[src/rtl/seg7_scan_if.sv]
// Load handshake, display controls and digit drive shared between the scan
// controller (slave) and its requester/observer (master).
interface seg7_scan_if;
  logic        load_valid;
  logic        load_ready;
  logic [15:0] load_data;
  logic        lz_blank;
  logic        blink;
  logic [3:0]  digit_value;
  logic [3:0]  digit_an_n;

  modport master (
    output load_valid, load_data, lz_blank, blink,
    input  load_ready, digit_value, digit_an_n
  );

  modport slave (
    input  load_valid, load_data, lz_blank, blink,
    output load_ready, digit_value, digit_an_n
  );
endinterface

[src/rtl/seg7_scan_ctrl.sv]
// Four-digit multiplexed 7-segment scan controller with a two-entry load buffer.
// Optional blinking is compiled in with `define SEG7_SCAN_CTRL_BLINK_EN.
module seg7_scan_ctrl #(
  parameter int SCAN_DIV  = 50000,
  parameter int BLINK_DIV = 64
) (
  input logic         clk,
  input logic         rst_n,
  seg7_scan_if.slave  bus
);

  localparam int CNT_W = $clog2(SCAN_DIV);
  localparam logic [CNT_W-1:0] CNT_MAX = CNT_W'(SCAN_DIV - 1);

  localparam logic [0:0] ST_BLANK = 1'b0;
  localparam logic [0:0] ST_SHOW  = 1'b1;

  logic [CNT_W-1:0] cnt_q, cnt_d;
  logic [1:0]       idx_q, idx_d;
  logic [15:0]      pend_q, pend_d;
  logic             pend_full_q, pend_full_d;
  logic [15:0]      disp_q, disp_d;
  logic [0:0]       state_q, state_d;
  logic [3:0]       an_q, an_d;
  logic [3:0]       val_q, val_d;

  logic        tick, frame_bnd, commit, xfer;
  logic        blink_dark, lz_dark, dark;
  logic [3:0]  shamt;
  logic [15:0] hi_digits;

  always_comb begin
    tick        = (cnt_q == CNT_MAX);
    frame_bnd   = tick && (idx_q == 2'd3);
    commit      = frame_bnd && pend_full_q;
    xfer        = bus.load_valid && !pend_full_q;

    cnt_d       = tick ? '0 : cnt_q + 1'b1;
    idx_d       = tick ? idx_q + 2'd1 : idx_q;

    pend_d      = xfer ? bus.load_data : pend_q;
    pend_full_d = pend_full_q;
    if (xfer)
      pend_full_d = 1'b1;
    else if (commit)
      pend_full_d = 1'b0;

    disp_d      = commit ? pend_q : disp_q;
    state_d     = commit ? ST_SHOW : state_q;
  end

`ifdef SEG7_SCAN_CTRL_BLINK_EN
  localparam int FC_W = (BLINK_DIV > 1) ? $clog2(BLINK_DIV) : 1;
  localparam logic [FC_W-1:0] FC_MAX = FC_W'(BLINK_DIV - 1);

  logic [FC_W-1:0] fc_q, fc_d;
  logic            phase_q, phase_d;

  always_comb begin
    fc_d    = fc_q;
    phase_d = phase_q;
    if (frame_bnd) begin
      if (fc_q == FC_MAX) begin
        fc_d    = '0;
        phase_d = !phase_q;
      end else begin
        fc_d    = fc_q + 1'b1;
      end
    end
    blink_dark = bus.blink && phase_q;
  end

  always_ff @(posedge clk or negedge rst_n) begin
    if (!rst_n) begin
      fc_q    <= '0;
      phase_q <= 1'b0;
    end else begin
      fc_q    <= fc_d;
      phase_q <= phase_d;
    end
  end
`else
  wire unused_blink = bus.blink;
  assign blink_dark = 1'b0;
`endif

  // Output stage: the drive for the slot currently selected by idx_q, one clock later.
  always_comb begin
    shamt     = {idx_q, 2'b00};
    hi_digits = disp_q >> shamt;
    lz_dark   = bus.lz_blank && (idx_q != 2'd0) && (hi_digits == 16'h0000);
    dark      = (state_q == ST_BLANK) || blink_dark || lz_dark;
    an_d      = dark ? 4'b1111 : ~(4'b0001 << idx_q);
    val_d     = dark ? 4'h0 : disp_q[shamt +: 4];
  end

  always_ff @(posedge clk or negedge rst_n) begin
    if (!rst_n) begin
      cnt_q       <= '0;
      idx_q       <= 2'd0;
      pend_q      <= 16'h0000;
      pend_full_q <= 1'b0;
      disp_q      <= 16'h0000;
      state_q     <= ST_BLANK;
      an_q        <= 4'b1111;
      val_q       <= 4'h0;
    end else begin
      cnt_q       <= cnt_d;
      idx_q       <= idx_d;
      pend_q      <= pend_d;
      pend_full_q <= pend_full_d;
      disp_q      <= disp_d;
      state_q     <= state_d;
      an_q        <= an_d;
      val_q       <= val_d;
    end
  end

  assign bus.load_ready  = !pend_full_q;
  assign bus.digit_an_n  = an_q;
  assign bus.digit_value = val_q;

endmodule

[src/flat_wrapper.sv]
// flat-port wrapper written by rule: the top's interface ports become plain ports
module seg7_scan_ctrl_flat 
#(
  parameter int SCAN_DIV  = 50000,
  parameter int BLINK_DIV = 64
)
  (clk, rst_n, bus_load_valid, bus_load_data, bus_lz_blank, bus_blink, bus_load_ready, bus_digit_value, bus_digit_an_n);
  seg7_scan_if bus_i ();
  input logic clk;
  input logic rst_n;
  input wire logic [$bits(bus_i.load_valid)-1:0] bus_load_valid;
  input wire logic [$bits(bus_i.load_data)-1:0] bus_load_data;
  input wire logic [$bits(bus_i.lz_blank)-1:0] bus_lz_blank;
  input wire logic [$bits(bus_i.blink)-1:0] bus_blink;
  output wire logic [$bits(bus_i.load_ready)-1:0] bus_load_ready;
  output wire logic [$bits(bus_i.digit_value)-1:0] bus_digit_value;
  output wire logic [$bits(bus_i.digit_an_n)-1:0] bus_digit_an_n;
  assign bus_i.load_valid = bus_load_valid;
  assign bus_i.load_data = bus_load_data;
  assign bus_i.lz_blank = bus_lz_blank;
  assign bus_i.blink = bus_blink;
  assign bus_load_ready = bus_i.load_ready;
  assign bus_digit_value = bus_i.digit_value;
  assign bus_digit_an_n = bus_i.digit_an_n;
  seg7_scan_ctrl #(.SCAN_DIV(SCAN_DIV), .BLINK_DIV(BLINK_DIV)) u_core (.clk(clk), .rst_n(rst_n), .bus(bus_i));
endmodule
[config.mk]
export PLATFORM = sky130hd
export DESIGN_NAME = seg7_scan_ctrl_flat
export DESIGN_NICKNAME = d
export VERILOG_FILES = /design/src/rtl/seg7_scan_if.sv /design/src/rtl/seg7_scan_ctrl.sv /design/src/flat_wrapper.sv
export SDC_FILE = /design/constraint.sdc
export NUM_CORES = 1
export LEC_CHECK = 0
export CAP_MARGIN = 10
export CELL_PAD_IN_SITES_DETAIL_PLACEMENT = 0
export CELL_PAD_IN_SITES_GLOBAL_PLACEMENT = 1
export CORE_UTILIZATION = 45
export DETAILED_ROUTE_END_ITERATION = 16
export PLACE_DENSITY = 0.82
export SYNTH_ARGS = -nofsm -noshare
export SYNTH_HDL_FRONTEND = slang
export SYNTH_SLANG_ARGS = --single-unit
export TNS_END_PERCENT = 10
[constraint.sdc]
create_clock -name clk -period 3.1 [get_ports clk]
set_input_delay 0.62 -clock clk [delete_from_list [all_inputs] [get_ports clk]]
set_output_delay 0.62 -clock clk [all_outputs]
set_load 0.02 [all_outputs]
# [Yosys cells after proc, flatten, opt, wreduce, memory -nomap -nowiden]
# Cells that the tools add are included.
[word_totals] input_bits=21 elab_cells=32 memories=0 mem_bits_ro=0 mem_bits_rw=0 register_bits=60 latch_bits=0
[classes] reduce_logical=10 div=0 add_sub_neg=2 n_mux=5 bitwise_logic=2 shift=3 n_mul=0 n_lt_le_gt_ge=0 eq_ne=2
[ops] cell="$add 16x1->16 const B" count=1
[ops] cell="$eq 16x16->1 const B" count=1
[ops] cell="$logic_not 16->1" count=1
[ops] cell="$mux 16" count=1
[ops] cell="$shiftx 16x5->4" count=1
[ops] cell="$shr 16x4->16" count=1
[ops] cell="$mux 4" count=2
[ops] cell="$logic_and 1x1->1" count=5
[ops] cell="$not 4->4" count=1
[ops] cell="$reduce_bool 2->1" count=2
[ops] cell="$shl 1x2->4 const A" count=1
[ops] cell="$add 2x1->2 const B" count=1
[ops] cell="$eq 2x2->1 const B" count=1
[ops] cell="$mux 1" count=2
[ops] cell="$logic_not 1->1" count=1
[ops] cell="$logic_or 1x1->1" count=1
[ops] cell="$not 1->1" count=1

# [Logic depth before layout (Yosys ltp)]
[depth] depth_word=5 ltp_mapped=7

# [Worst setup path before layout]
# No wires, ideal clock.
[synth_timing] path_kind="reg-to-reg" from="register u_core.cnt_q[4]" to="register u_core.disp_q[0]" required_ns=2.973 path_stages_with_launch=7 t_arrival_ns=1.993 path_slack_ns=0.980 path_cell_list="dfrtp_1 or4b_4 nor4_4 and3_1 buf_4 buf_8 mux2_1"
[synth_via] elab_chain_cells=3
[synth_lines] item="from (decl)" line_no="seg7_scan_ctrl.sv:18" rtl="logic [CNT_W-1:0] cnt_q, cnt_d;"
[synth_lines] item="from (signal assigned)" line_no="seg7_scan_ctrl.sv:108" rtl="cnt_q <= cnt_d;"
[synth_lines] item="$eq 16x16->1" line_no="seg7_scan_ctrl.sv:33" rtl="tick = (cnt_q == CNT_MAX);"
[synth_lines] item="$logic_and 1x1->1" line_no="seg7_scan_ctrl.sv:34" rtl="frame_bnd = tick && (idx_q == 2'd3);"
[synth_lines] item="$logic_and 1x1->1" line_no="seg7_scan_ctrl.sv:35" rtl="commit = frame_bnd && pend_full_q;"
[synth_lines] item="to (signal assigned)" line_no="seg7_scan_ctrl.sv:112" rtl="disp_q <= disp_d;"
[synth_lines] item="to (decl)" line_no="seg7_scan_ctrl.sv:22" rtl="logic [15:0] disp_q, disp_d;"
# Every way passes these cells.
# A chain may end at the register's enable or synchronous reset.

# [Worst setup path after layout]
[layout_timing] from="register u_core.cnt_q[4]" to="register u_core.disp_q[7]"
# Same word-level chain as after synthesis.

==> impl_metrics.toml <==
[timing]
period_share_pct = 76.23
fin_tns_setup_ns = 0
setup_ws_ns = 0.7368
slew_viol_final = 0
max_slew_margin_pct = 52.64
hold_slack_ns = 0.3422
fin_skew_ns = 0.003398
finalHoldViolCount = 0
period_needed_ns = 2.363
rsz0062_at_grt = "false"
fmax_mhz = 423.2
setup_viol_count_final = 0
tightest_slew_ns = 0.7105

[setup_path]
crit_cells = 5
cp_data_required_time_ns = 3.31
cp.arrival_ns = 2.58
slowest_delay_ns = 0.56
crit_slowest_cell = "or4b_4"
reg2reg_to = "u_core.disp_q[7]"
endpoint_kind = "register"
cp-endpoint = "u_core.disp_q[7]"
crit_start = "u_core.cnt_q[4]"
cpLargestDelayFamily = "simple AND/OR/NAND/NOR gates"
r2r_setup_slack_ns = 0.74
crit_path_cell_trace = "or4b_4, nor4_4, and3_1, buf_4, mux2_2"
reg2reg_depth = 5
r2r_start = "u_core.cnt_q[4]"
critPathLaunchType = "register"
crit_type = "reg2reg"
crit_fanout = 11
path_buf_inv = 1

[logic_synthesis]
synth.net_count = 212
synthCells = 186
ys.warnings.count = 0
synth-seq-cells = 60
netlist_area_mm2 = 0.002560
synth_seq_area_share_pct = 58.85
synth_cell_type_count = 36
syn_avg_cell_area_um2 = 13.76

[clock_tree]
cts_buffers = 9
root_buffer = "clkbuf_8"
htree_levels = 3
cts_tree = "built"
clock_latency_ns = 0.33
path_clk_slew_ns = 0.06
clock_sinks = 60
cts_resized = 0
clockBufferDepth = 2
postCtsSetupBuffers = 0
postCtsHoldBufs = 0

[placement]
gp_congestion = 0.7484
placed_area_mm2 = 0.002930
dp_hpwl_um = 2869
portBuffers = 28
place_ws_ns = 0.7098
placed_cells = 284

[grt]
grt_max_degree = 33
grt_pass1_wl_um = 7182
overflow = 0
grtUsageTotal_pct = 15.86
grt_pass1_vias = 1521
antenna_found_initial = 0

[floorplan]
dieArea_mm2 = 0.005995
dieHeight_um = 77.43
core.rowCount = 27
start_util_pct = 46.49
pin_count = 30
die_width_um = 77.43
core-area_mm2 = 0.005507

[route]
drt_iter0_drc = 90
ant_nets = 0
via_per_inst = 5.087
route.detailed.drc = 0
wl_per_cell_um = 13.40
totalWireLength_um = 4019
first_pass_iters = 5
vias = 1526

[power_and_ir_drop]
swShare_pct = 17.65
power.switching_mw = 0.3184
power.internal_mw = 1.486
ir_drop_v = 0.0003119
power_density_mw_per_mm2 = 564.7
leakage_nw = 1.456
p_clk_share_pct = 51.0
pwr-share-comb_pct = 3.5
p_seq_share_pct = 45.5

[cells_and_area]
drive_gt1_share_pct = 21.93
fin_area_mm2 = 0.003196
fin_nets = 249
fin_cells = 300
area_growth_pct = 24.83
n_antenna_cell = 0

[run]
maxCapViolations = 0

[status]
outcome = "completed"

[worst_hold_path]
min_path_type = "in2async"
## power groups by stage
stage | logic, mW | registers [mW] | clock network, mW
2_1_floorplan | 0.0214 | 0.829 | 0
3_3_place_gp | 0.0634 | 0.834 | 0
3_5_place_dp | 0.0650 | 0.835 | 0
4_1_cts | 0.0651 | 0.820 | 0.941
5_1_grt | 0.0704 | 0.823 | 0.980
6_report | 0.0630 | 0.820 | 0.921
## cells by family after synthesis
group                      count (synthesis)  share of synthesized area [%]
and+or+nand+nor                           53                          12.17
xor gates and xnor gates                  13                          4.448
adders and majority gates                  5                          2.444
muxes                                     36                          17.60
DFF                                       60                          58.85
AOI/OAI and AO/OA                          9                          2.444
buffers and inverters                     10                          2.052
## worst reg2reg max path, cell delays in order, from the launching register on
cell and delay [ns]:
dfrtp_1 0.41, or4b_4 0.56, nor4_4 0.26, and3_1 0.41, buf_4 0.27, mux2_2 0.35
## layout make-up
class                   instances  area, µm²
multi-input cells             116       1001
inverters                       4      15.01
clock buffers                  12      145.1
fillers                       448       2311
well taps                      72      90.09
clock inverters                 4      120.1
repair buffers                 32      317.8
flip-flops and latches         60       1506
## metrics by stage
| step | utilization [%] | power [mW] |
|---|---|---|
| final | 58.03 | 1.805 |
| after CTS | 58.03 | 1.826 |
| after global placement | 53.22 | 0.8970 |
| after detailed placement | 53.22 | 0.8998 |
| after global routing | 58.03 | 1.873 |
| after floorplan | - | 0.8508 |
## routing by layer
metal	global-route usage, %	part of all wire, %	wire length (µm)
met1	22.32	51	2041
met2	21.77	43	1739
met3	4.235	3.3	133
met4	9.623	2.6	104
met5	0	0	0
## how the worst min path moves through the flow
| stage | startpoint | endpoint | slack (ns) | cells after the start |
|---|---|---|---|---|
| finish | rst_n | u_core.cnt_q[5] | 0.34 | 1 |
| global placement | u_core.cnt_q[0] | u_core.cnt_q[0] | 0.43 | 1 |
| CTS | rst_n | u_core.cnt_q[0] | 0.36 | 1 |
| detailed placement | u_core.cnt_q[0] | u_core.cnt_q[0] | 0.45 | 1 |
| floorplan | rst_n | u_core.bus.digit_value[0] | 0.32 | 0 |
| global route | rst_n | u_core.cnt_q[0] | 0.39 | 1 |
## cell usage in the layout, fill, tap and decap left out, types with 2 or more instances in the layout
cell / count
dfstp_2: 4
xnor2_1: 4
nand4_1: 4
clkdlybuf4s50_1: 27
nand3_1: 8
mux4_2: 4
nand4bb_1: 2
xor2_1: 9
or2_2: 2
mux2_1: 13
buf_4: 3
o21ai_0: 2
nor2_1: 12
nand2_1: 6
clkbuf_8: 10
clkbuf_1: 2
inv_1: 4
dfrtp_1: 56
a21oi_1: 2
and2_1: 6
nor2b_1: 2
ha_1: 5
o211ai_1: 2
bufinv_16: 4
mux2_2: 19
nor4_1: 3
## sequential cells by signal (all words and copies together) (netlist names)
signal,count
u_core.bus.digit_value,4
u_core.pend_full_q,1
u_core.disp_q,16
u_core.state_q,1
u_core.cnt_q,16
u_core.pend_q,16
u_core.bus.digit_an_n,4
u_core.idx_q,2
## synthesized netlist by cell type
cell type,instances,area share [%]
a2111o_1,1,0.44
a21oi_1,2,0.39
and2_1,6,1.5
and3_1,1,0.24
and4_1,1,0.34
buf_1,1,0.15
buf_4,1,0.29
buf_8,1,0.59
clkbuf_1,3,0.44
dfrtp_1,56,55
dfstp_2,4,4.1
ha_1,5,2.4
inv_1,4,0.59
mux2_1,13,5.7
mux2_2,19,8.4
mux4_2,4,3.5
nand2_1,6,0.88
nand3_1,8,1.6
nand4_1,4,0.98
nand4bb_1,2,0.88
nor2_1,12,1.8
nor2b_1,2,0.49
nor3_1,1,0.20
nor4_1,3,0.73
nor4_4,1,0.83
o211ai_1,2,0.59
o21ai_0,2,0.39
o31ai_1,1,0.29
o41ai_1,1,0.34
or2_1,1,0.24
or2_2,2,0.49
or3_1,1,0.24
or4_1,1,0.29
or4b_4,1,0.54
xnor2_1,4,1.4
xor2_1,9,3.1
Note: power is estimated with default switching activity, not from simulation.
